--- src/rtl/pipe_stage_skid.sv ---
// pipe_stage_skid: valid/ready stage register with 2-entry skid, flush and NOP bubble.
// Define PIPE_STAGE_STATS_EN to add xfer_count/stall_count outputs.
module pipe_stage_skid #(
  parameter int WIDTH = 32,
  parameter logic [WIDTH-1:0] NOP_VAL = '0
) (
  input  logic             clk,
  input  logic             rst,
  input  logic             in_valid,
  output logic             in_ready,
  input  logic [WIDTH-1:0] in_data,
  input  logic             flush,
  output logic             out_valid,
  input  logic             out_ready,
  output logic [WIDTH-1:0] out_data
`ifdef PIPE_STAGE_STATS_EN
  ,
  output logic [31:0]      xfer_count,
  output logic [31:0]      stall_count
`endif
);
  logic m_valid, s_valid, acc, pop, m_load, s_load, m_valid_nx, s_valid_nx;
  logic [WIDTH-1:0] m_data, s_data;
  assign in_ready  = ~s_valid;
  assign out_valid = m_valid;
  assign out_data  = m_valid ? m_data : NOP_VAL;
  always_comb begin
    acc        = in_valid & in_ready;
    pop        = m_valid & out_ready;
    m_load     = m_valid ? pop & (s_valid | acc) : acc;
    s_load     = m_valid & ~pop & acc;
    m_valid_nx = m_valid ? ~pop | s_valid | acc : acc;
    s_valid_nx = s_load | (s_valid & ~pop);
  end
  // the skid entry is always older than in_data, so it refills main first
  always_ff @(posedge clk or posedge rst)
    if (rst) begin
      m_valid <= 1'b0;
      s_valid <= 1'b0;
      m_data  <= NOP_VAL;
      s_data  <= NOP_VAL;
    end else if (flush) begin
      m_valid <= 1'b0;
      s_valid <= 1'b0;
      m_data  <= NOP_VAL;
    end else begin
      m_valid <= m_valid_nx;
      s_valid <= s_valid_nx;
      if (m_load) m_data <= s_valid ? s_data : in_data;
      if (s_load) s_data <= in_data;
    end
`ifdef PIPE_STAGE_STATS_EN
  always_ff @(posedge clk or posedge rst)
    if (rst) begin
      xfer_count  <= '0;
      stall_count <= '0;
    end else begin
      if (pop) xfer_count <= xfer_count + 32'd1;
      if (m_valid & ~out_ready) stall_count <= stall_count + 32'd1;
    end
`endif
endmodule

--- config.mk ---
export PLATFORM = sky130hd
export DESIGN_NAME = pipe_stage_skid
export DESIGN_NICKNAME = d
export VERILOG_FILES = /design/src/rtl/pipe_stage_skid.sv
export SDC_FILE = /design/constraint.sdc
export NUM_CORES = 1
export LEC_CHECK = 0
export CORE_MARGIN = 2
export CORE_UTILIZATION = 54
export DETAILED_ROUTE_END_ITERATION = 8
export MAX_ROUTING_LAYER = met4
export PLACE_DENSITY = 0.85
export SYNTH_ARGS = -nofsm -noshare
export SYNTH_HDL_FRONTEND = slang
export SYNTH_SLANG_ARGS = --single-unit
--- constraint.sdc ---
create_clock -name clk -period 3.7 [get_ports clk]
set_input_delay 1.11 -clock clk [delete_from_list [all_inputs] [get_ports clk]]
set_output_delay 1.11 -clock clk [all_outputs]
set_load 0.1 [all_outputs]
## Word-level counts from Yosys, hierarchy flattened

Cells that the tools add are included.

- Bits in registers: 66
- Bits of input ports: 37
- Logic and storage cells: 27

- Mux-type cells: 8
- Bitwise logic cells: 13
- Reduce and logical (&&, ||, !) cells: 2

Operators by type and width:

| kind | number |
|---|---|
| 32-bit two-way mux | 4 |
| 1-bit AND | 6 |
| 1-bit two-way mux | 4 |
| 1-bit bitwise OR | 4 |
| 1-bit inverter | 3 |
| 2-bit AND reduction | 1 |
| 2-bit nonzero test | 1 |

## Logic depth before layout (Yosys ltp)

Gate-level depths: netlist of run 1.

- Depth after elaboration: 7
- Gate-level depth with buffers: 5

## Least setup slack after synthesis of run 1

Ideal clock, no wire load.

- Kind: reg-to-output
- From: register m_valid, in the netlist out_valid
- To: output out_data[10]
- Arrival: 2.189 ns
- Path slack: 0.401 ns
- Stages on the path, launching flop included: 4
- Path buffers: 2
- Cells stage by stage: dfrtp_1 buf_2 clkbuf_1 and2_1

- Longest elaborated chain between the ends: 1

RTL lines:

| item | line | source |
|---|---|---|
| start: declaration | 22 | `logic m_valid, s_valid, acc, pop, m_load, s_load, m_valid_nx, s_valid_nx;` |
| start signal: assignment | 47 | `m_valid <= m_valid_nx;` |
| 32-bit two-way mux | 26 | `assign out_data = m_valid ? m_data : NOP_VAL;` |
| end: declaration | 15 | `output logic [WIDTH-1:0] out_data` |

No other way between the ends.

## Worst setup path after layout of run 1

- From: register m_valid, in the netlist out_valid
- To: output out_data[0]

Same word-level chain as after synthesis.

==> implementation parameters, run 1 <==
Parameter                              Value

Finish
  Signed area change from the synthesized netlist to the final layout    27.3%
  Sequential cell area    1650 um2
  Total area of multi-input combinational cells    1280 um2
  Fin nets    roughly 370
  Number of antenna diodes    0
  Layout cell share with drive strength beyond 1    26.6%
  Fill cell instance count of the final layout    432
  Non-Filler Cell Area, Final    around 3900 um2

Setup path
  Crit path largest cell delay    960 ps
  Highest net fanout along the worst path    38
  Cell with the biggest individual delay on the critical path    sky130_fd_sc_hd__dfrtp_1
  Worst setup EP type    output port
  Worst setup SP type    register
  Cells along the critical path    and2_1 -> buf_4
  Startpoint-to-endpoint class of the critical path    register to output port
  Worst Path Required    2590 ps
  Arrival time of data at the critical path endpoint    1840 ps

Timing
  Final Skew    8.92 ps
  Final clock period utilization by the worst path    roughly four fifths
  Clock period minus worst slack    between 2000 and 3000 ps
  Final hold violation count    0
  Fmax    339 MHz
  Hold slack    493 ps
  Least setup slack across all paths after layout    748 ps
  Slew at the pin closest to its max-slew limit    between 900 and 1000 ps
  Setup repair after global routing missed its margin    no
  Slew HR    a little under two fifths
  Setup TNS    0 ps
  Count of endpoints failing setup in the final report    0
  Count of pins over their slew limit    0

Floorplanning
  Die X-Extent    79.1 um
  Area of the die    6250 um2
  Num rows    27
  Die Y    79.1 um
  Initial standard-cell utilization of the core    55.6%
  Floorplan Core Area    roughly 5500 um2
  Top-level I/O count    71

Global routing
  Number of global-route vias before repair    2184
  First-pass GRT wire length    10600 um
  Maximum number of pins on one net before global-route repair    39
  GRT Util Overall    22.8%
  Antenna violations before repair    0
  GR Overflow Total    0

Synthesis
  Nets in the synthesized netlist    297
  Post-synth EDFFs    0
  Flops & latches, synth    66
  Synth top area share    between 50% and 60%
  Post-synthesis cell count    260
  Ranking of synthesized cells by area    sky130_fd_sc_hd__dfrtp_1 54%, sky130_fd_sc_hd__mux2_2 11%, sky130_fd_sc_hd__mux2i_1 11%
  Fraction of registers with async set/reset    100%
  Library cell with the largest summed area after synthesis    sky130_fd_sc_hd__dfrtp_1
  Prevailing post-synth register cell    sky130_fd_sc_hd__dfrtp_1
  Sequential fraction of the synthesis area    54.3%
  Warnings from Yosys    0
  Synth cell types    19
  Commonest cells in the synthesized netlist    66 x sky130_fd_sc_hd__dfrtp_1, 33 x sky130_fd_sc_hd__and2_1, 32 x sky130_fd_sc_hd__mux2i_1, 32 x sky130_fd_sc_hd__nand2_1, 32 x sky130_fd_sc_hd__o22ai_1
  Mean cell area of the mapped netlist    11.7 um2
  Cell with the most instances after synthesis    sky130_fd_sc_hd__dfrtp_1
  Synthesized cell area    about 3000 um2

Run
  Max_cap viols    0

Routing
  Initial DRT Pass Iterations    4
  Number of remaining DRC errors    0
  Via density per instance    5.46
  Detail Route Antenna Nets    0
  Average routed wire per standard cell    15.9 um
  Detailed Route Iter0 Violations    86
  Final wirelength    6390 um
  Via Count    approximately 2.2k

CTS
  Clock insertion delay at the later pin of the skew report    330 ps
  Number of resized instances in the post-cts repair step    0
  Num Clock Sinks    66
  CTS Root Buffer Type    sky130_fd_sc_hd__clkbuf_8
  Number of buffers inserted to repair setup after CTS    0
  Number of buffers on the longest clock path    2
  TritonCTS clock tree    yes
  Number of buffers added by the clock tree synthesis step    9
  H-Tree Depth    3
  Count of hold buffers inserted by post-cts repair    0
  Clock slew at reported path FFs    60 ps

Pwr
  Power density over the cells    465 nW/um2
  Worst supply voltage drop on vdd    0.274 mV
  Leakage Power    between 1.5 and 2 nW
  Overall power    1.80 mW

Placed design
  Buffers on Ports    70
  Post-place instance area    3730 um2
  Worst setup slack before clock tree synthesis    about 800 ps
  Total half-perimeter wirelength after legalization and detailed placement    4100 um
  Routability congestion estimate from global placement    0.761

Outcome
  Status    finished, final reports clean

Worst hold path
  Class of the worst hold path    register to register
## path summary, 6_finish.rpt
kind	start	endpoint	slack, ps	cells past startpoint
max in group asynchronous	rst	m_data[24]	1780	3
min	s_data[0]	s_data[0]	490	1
min reg2reg	s_data[0]	s_data[0]	490	1
max	out_valid	out_data[0]	750	2
min in group asynchronous	rst	m_data[19]	1170	2
max reg2reg	out_valid	s_data[11]	1470	3
## flip-flops by register name, summed over array words and instances (netlist names)
register / cells
m_data: 32
out_valid: 1
s_data: 32
s_valid: 1
## power breakdown
part / switching [mW] / total [mW] / leakage (nW) / internal, mW
Combinational: 0.214 / 0.392 / 0.780 / 0.178
Clock: 0.241 / 0.487 / 0.0770 / 0.245
Sequential: 0.0730 / 0.922 / 0.848 / 0.849
Total: 0.528 / 1.80 / 1.71 / 1.27
## routing by layer
metal  vias to the layer above  global-route usage, %  part of all wire, %
li1                       1047                      -                    -
met3                        14                   4.77                  4.8
met4                         0                   9.31                  1.8
met5                         -                      -                    0
met2                        59                   37.0                   49
met1                      1079                   28.0                   44
## placed cells by master (no fill, tap or decap), drive strengths merged, types with 2 or more instances in the layout
cell           synthesis  routed
a21oi                  2       2
and2                  33      33
buf                   11      43
clkbuf                 9      11
clkdlybuf4s50          0      36
dfrtp                 66      66
inv                    4       4
mux2                  32      32
mux2i                 32      32
nand2                 32      32
o22ai                 32      32
## logic make-up after synthesis
family / Yosys count / share of synthesized area (%)
compound gates: 37 / 7.65
simple gates: 69 / 12.0
flops: 66 / 54.3
mux: 64 / 22.4
buf+inv: 24 / 3.66
## per-stage QoR
step,utilization (%),std cells
6_report,70.8,403
3_3_place_gp,68.1,391
2_1_floorplan,-,260
4_1_cts,70.8,403
5_1_grt,70.8,403
3_5_place_dp,68.1,391
## layout make-up
type / instances / share of cell area, %
well taps: 72 / 2.33
clock inverters: 1 / 0.129
flip-flops and latches: 66 / 42.7
inverters: 4 / 0.388
clock buffers: 11 / 3.65
multi-input cells: 170 / 33.2
repair buffers: 79 / 17.6
## worst max-delay path, delay by kind of cell (launching register included)
family / cells / cell delay (ps)
flops: 1 / 960
simple gates: 1 / 250
buf+inv: 1 / 290
No activity file was read; power rests on OpenSTA's default activity.
==> inputs of run 2 (changes only) <==
- CORE_UTILIZATION: 54 -> 50
- PLACE_DENSITY: 0.85 -> 0.8
- clock period: 3.7 -> 3 ns (I/O delays scaled with it)
==> implementation parameters, run 2 (synthesis gave the netlist of run 1 again) <==
Parameter                              Value

Timing
  Final hold violation count    0 (unchanged)
  Count of pins over their slew limit    0 (unchanged)
  Final Skew    7.21 ps (-1.71 ps)
  Slew HR    62.1% (+25 points)
  Fmax    approximately 410 MHz
  Slew at the pin closest to its max-slew limit    569 ps (-374 ps)
  Clock period minus worst slack    around 2500 ps
  Setup repair after global routing missed its margin    no
  Setup TNS    0 ps (unchanged)
  Final clock period utilization by the worst path    82.2%
  Count of endpoints failing setup in the final report    0 (unchanged)

Routing
  Detail Route Antenna Nets    0 (unchanged)
  Initial DRT Pass Iterations    4 (unchanged)
  Via density per instance    5.54 (+1.6%)
  Detailed Route Iter0 Violations    146 (+70%)
  Average routed wire per standard cell    16.8 um (+6.0%)
  Final wirelength    6860 um (+7.3%)
  Via Count    2262 (+2.9%)
  Number of remaining DRC errors    0 (unchanged)

Global routing
  Number of global-route vias before repair    2292 (+4.9%)
  Maximum number of pins on one net before global-route repair    44 (+13%)
  Antenna violations before repair    0 (unchanged)
  GRT Util Overall    23.2% (+0.38 points)
  First-pass GRT wire length    11100 um (+5.3%)
  GR Overflow Total    0 (unchanged)

Worst hold path
  Worst Hold Path EP    s_data[31]
  Cell depth of the worst hold path    1 (unchanged)
  Class of the worst hold path    register to register
  Worst min-delay path startpoint    s_data[31]

Setup path
  Highest net fanout along the worst path    26 (-32%)
  Slack of the worst reg-to-reg path    1290 ps (-180 ps)
  Crit path largest cell delay    640 ps (-320 ps)
  Worst R2R Start    out_valid
  Cell family with most CP delay    flip-flops
  CP Depth    3 (+1)
  Cells along the critical path    buf_12 -> and2_2 -> buf_12
  Worst setup EP type    output port
  Worst setup SP type    register
  Count of cells along the worst register-to-register path    3 (unchanged)
  Cell repeated most along the worst path    sky130_fd_sc_hd__buf_12
  Reg2Reg Capture Point    s_data[15]
  Worst Path Required    2100 ps (-490 ps)
  Arrival time of data at the critical path endpoint    1570 ps (-270 ps)
  Combined buffer and inverter count along the critical path    2 (+1)
  Startpoint-to-endpoint class of the critical path    register to output port
  Cell with the biggest individual delay on the critical path    sky130_fd_sc_hd__dfrtp_1

Floorplanning
  Top-level I/O count    71 (unchanged)
  Initial standard-cell utilization of the core    51.7% (-3.9 points)
  Floorplan Core Area    5890 um2 (+7.5%)
  Num rows    28 (+3.7%)
  Die X-Extent    82.0 um (+3.7%)
  Area of the die    6720 um2 (+7.6%)
  Die Y    82.0 um (+3.7%)

CTS
  Number of resized instances in the post-cts repair step    0 (unchanged)
  Number of buffers added by the clock tree synthesis step    9 (unchanged)
  CTS Root Buffer Type    sky130_fd_sc_hd__clkbuf_8
  Number of buffers inserted to repair setup after CTS    0 (unchanged)
  TritonCTS clock tree    yes
  Count of hold buffers inserted by post-cts repair    0 (unchanged)
  Number of buffers on the longest clock path    2 (unchanged)
  Clock slew at reported path FFs    70 ps (about the same)
  H-Tree Depth    3 (unchanged)
  Clock insertion delay at the later pin of the skew report    340 ps (about the same)
  Num Clock Sinks    66 (unchanged)

Finish
  Number of antenna diodes    0 (unchanged)
  Layout cell share with drive strength beyond 1    36.0% (+9.4 points)
  Non-Filler Cell Area, Final    4440 um2 (+15%)
  Most frequent standard cell in the layout excluding fill and tap cells    sky130_fd_sc_hd__dfrtp_1
  Non-filler instance count after layout    408 (+1.2%)
  Fin nets    365 (-0.54%)
  Signed area change from the synthesized netlist to the final layout    45.8%
  Regs by FF count    m_data (32), s_data (32)
  Top library cells by usage in the layout, fill and taps aside    65 x sky130_fd_sc_hd__dfrtp_1, 36 x sky130_fd_sc_hd__clkdlybuf4s50_1, 36 x sky130_fd_sc_hd__buf_12
  Finished Core Util    75.4% (+4.6 points)
  Fill cell instance count of the final layout    363 (-16%)

Pwr
  Leakage Power    1.87 nW (+9.5%)
  Switching portion of total power    27.4% (-2.0 points)
  Proportion of power drawn by the clock network    34.3% (+7.3 points)
  Total net switching power    699 uW (+32%)
  Worst supply voltage drop on vdd    0.298 mV (+8.4%)
  Fraction of power consumed by combinational cells    21.3% (-0.5 points)
  Int Power    1.86 mW (+46%)
  Power density over the cells    576 nW/um2 (+24%)
  Sequential fraction of design power    44.4% (-6.8 points)

Run
  Max_cap viols    0 (unchanged)

Placed design
  Total half-perimeter wirelength after legalization and detailed placement    4360 um (+6.4%)
  Number of cells after detailed placement    392 (+0.26%)
  Routability congestion estimate from global placement    0.754 (-1.0%)
  Buffers on Ports    70 (unchanged)
  Post-place instance area    4200 um2 (+13%)

Outcome
  Status    finished, final reports clean
-- run 2: area by class of cell --
class                      instances  area, um2  share of cell area (%)
inverter                           4       15.0                   0.339
clock buffer                      10        128                    2.88
tap                               75       93.8                    2.12
clock inverter                     6        105                    2.37
timing repair buffer              77       1120                    25.2
multi-input combinational        170       1320                    29.8
sequential                        66       1650                    37.3
-- run 2: worst reg2reg max path, stage by stage, from the launching register on --
cell                      delay, ps
sky130_fd_sc_hd__dfrtp_1        640
sky130_fd_sc_hd__nor4b_4        340
sky130_fd_sc_hd__buf_12         250
sky130_fd_sc_hd__mux2_2         370
-- run 2: per-stage QoR --
step	hold WS (ps)	power (mW)	setup slack [ps]
2_1_floorplan	458	1.48	129
3_3_place_gp	468	1.66	443
3_5_place_dp	480	1.69	395
4_1_cts	496	2.57	512
5_1_grt	508	2.67	438
6_report	496	2.56	535
-- run 2: worst max-delay path by stage --
| stage | from | endpoint | slack (ps) |
|---|---|---|---|
| 2_1_floorplan | out_valid | out_data[0] | 130 |
| 3_3_place_gp | in_valid | s_data[23] | 440 |
| 3_5_place_dp | in_valid | s_data[27] | 390 |
| 4_1_cts | out_valid | out_data[2] | 510 |
| 5_1_grt | out_valid | out_data[20] | 440 |
| 6_report | out_valid | out_data[23] | 530 |
-- run 2: power groups by stage --
stage	clock [mW]	sequential, mW	combinational, mW
4_1_cts	0.890	1.13	0.549
3_3_place_gp	0	1.14	0.525
6_report	0.878	1.13	0.543
5_1_grt	0.937	1.15	0.577
2_1_floorplan	0	1.12	0.362
3_5_place_dp	0	1.15	0.544
-- run 2: routing by layer --
layer | share of wire (%) | vias up | global-route usage (%)
met5 | 0 | - | -
met4 | 1.1 | 0 | 10.0
met3 | 4.5 | 10 | 4.40
met2 | 52 | 73 | 38.8
met1 | 42 | 1130 | 27.3
li1 | - | 1049 | -
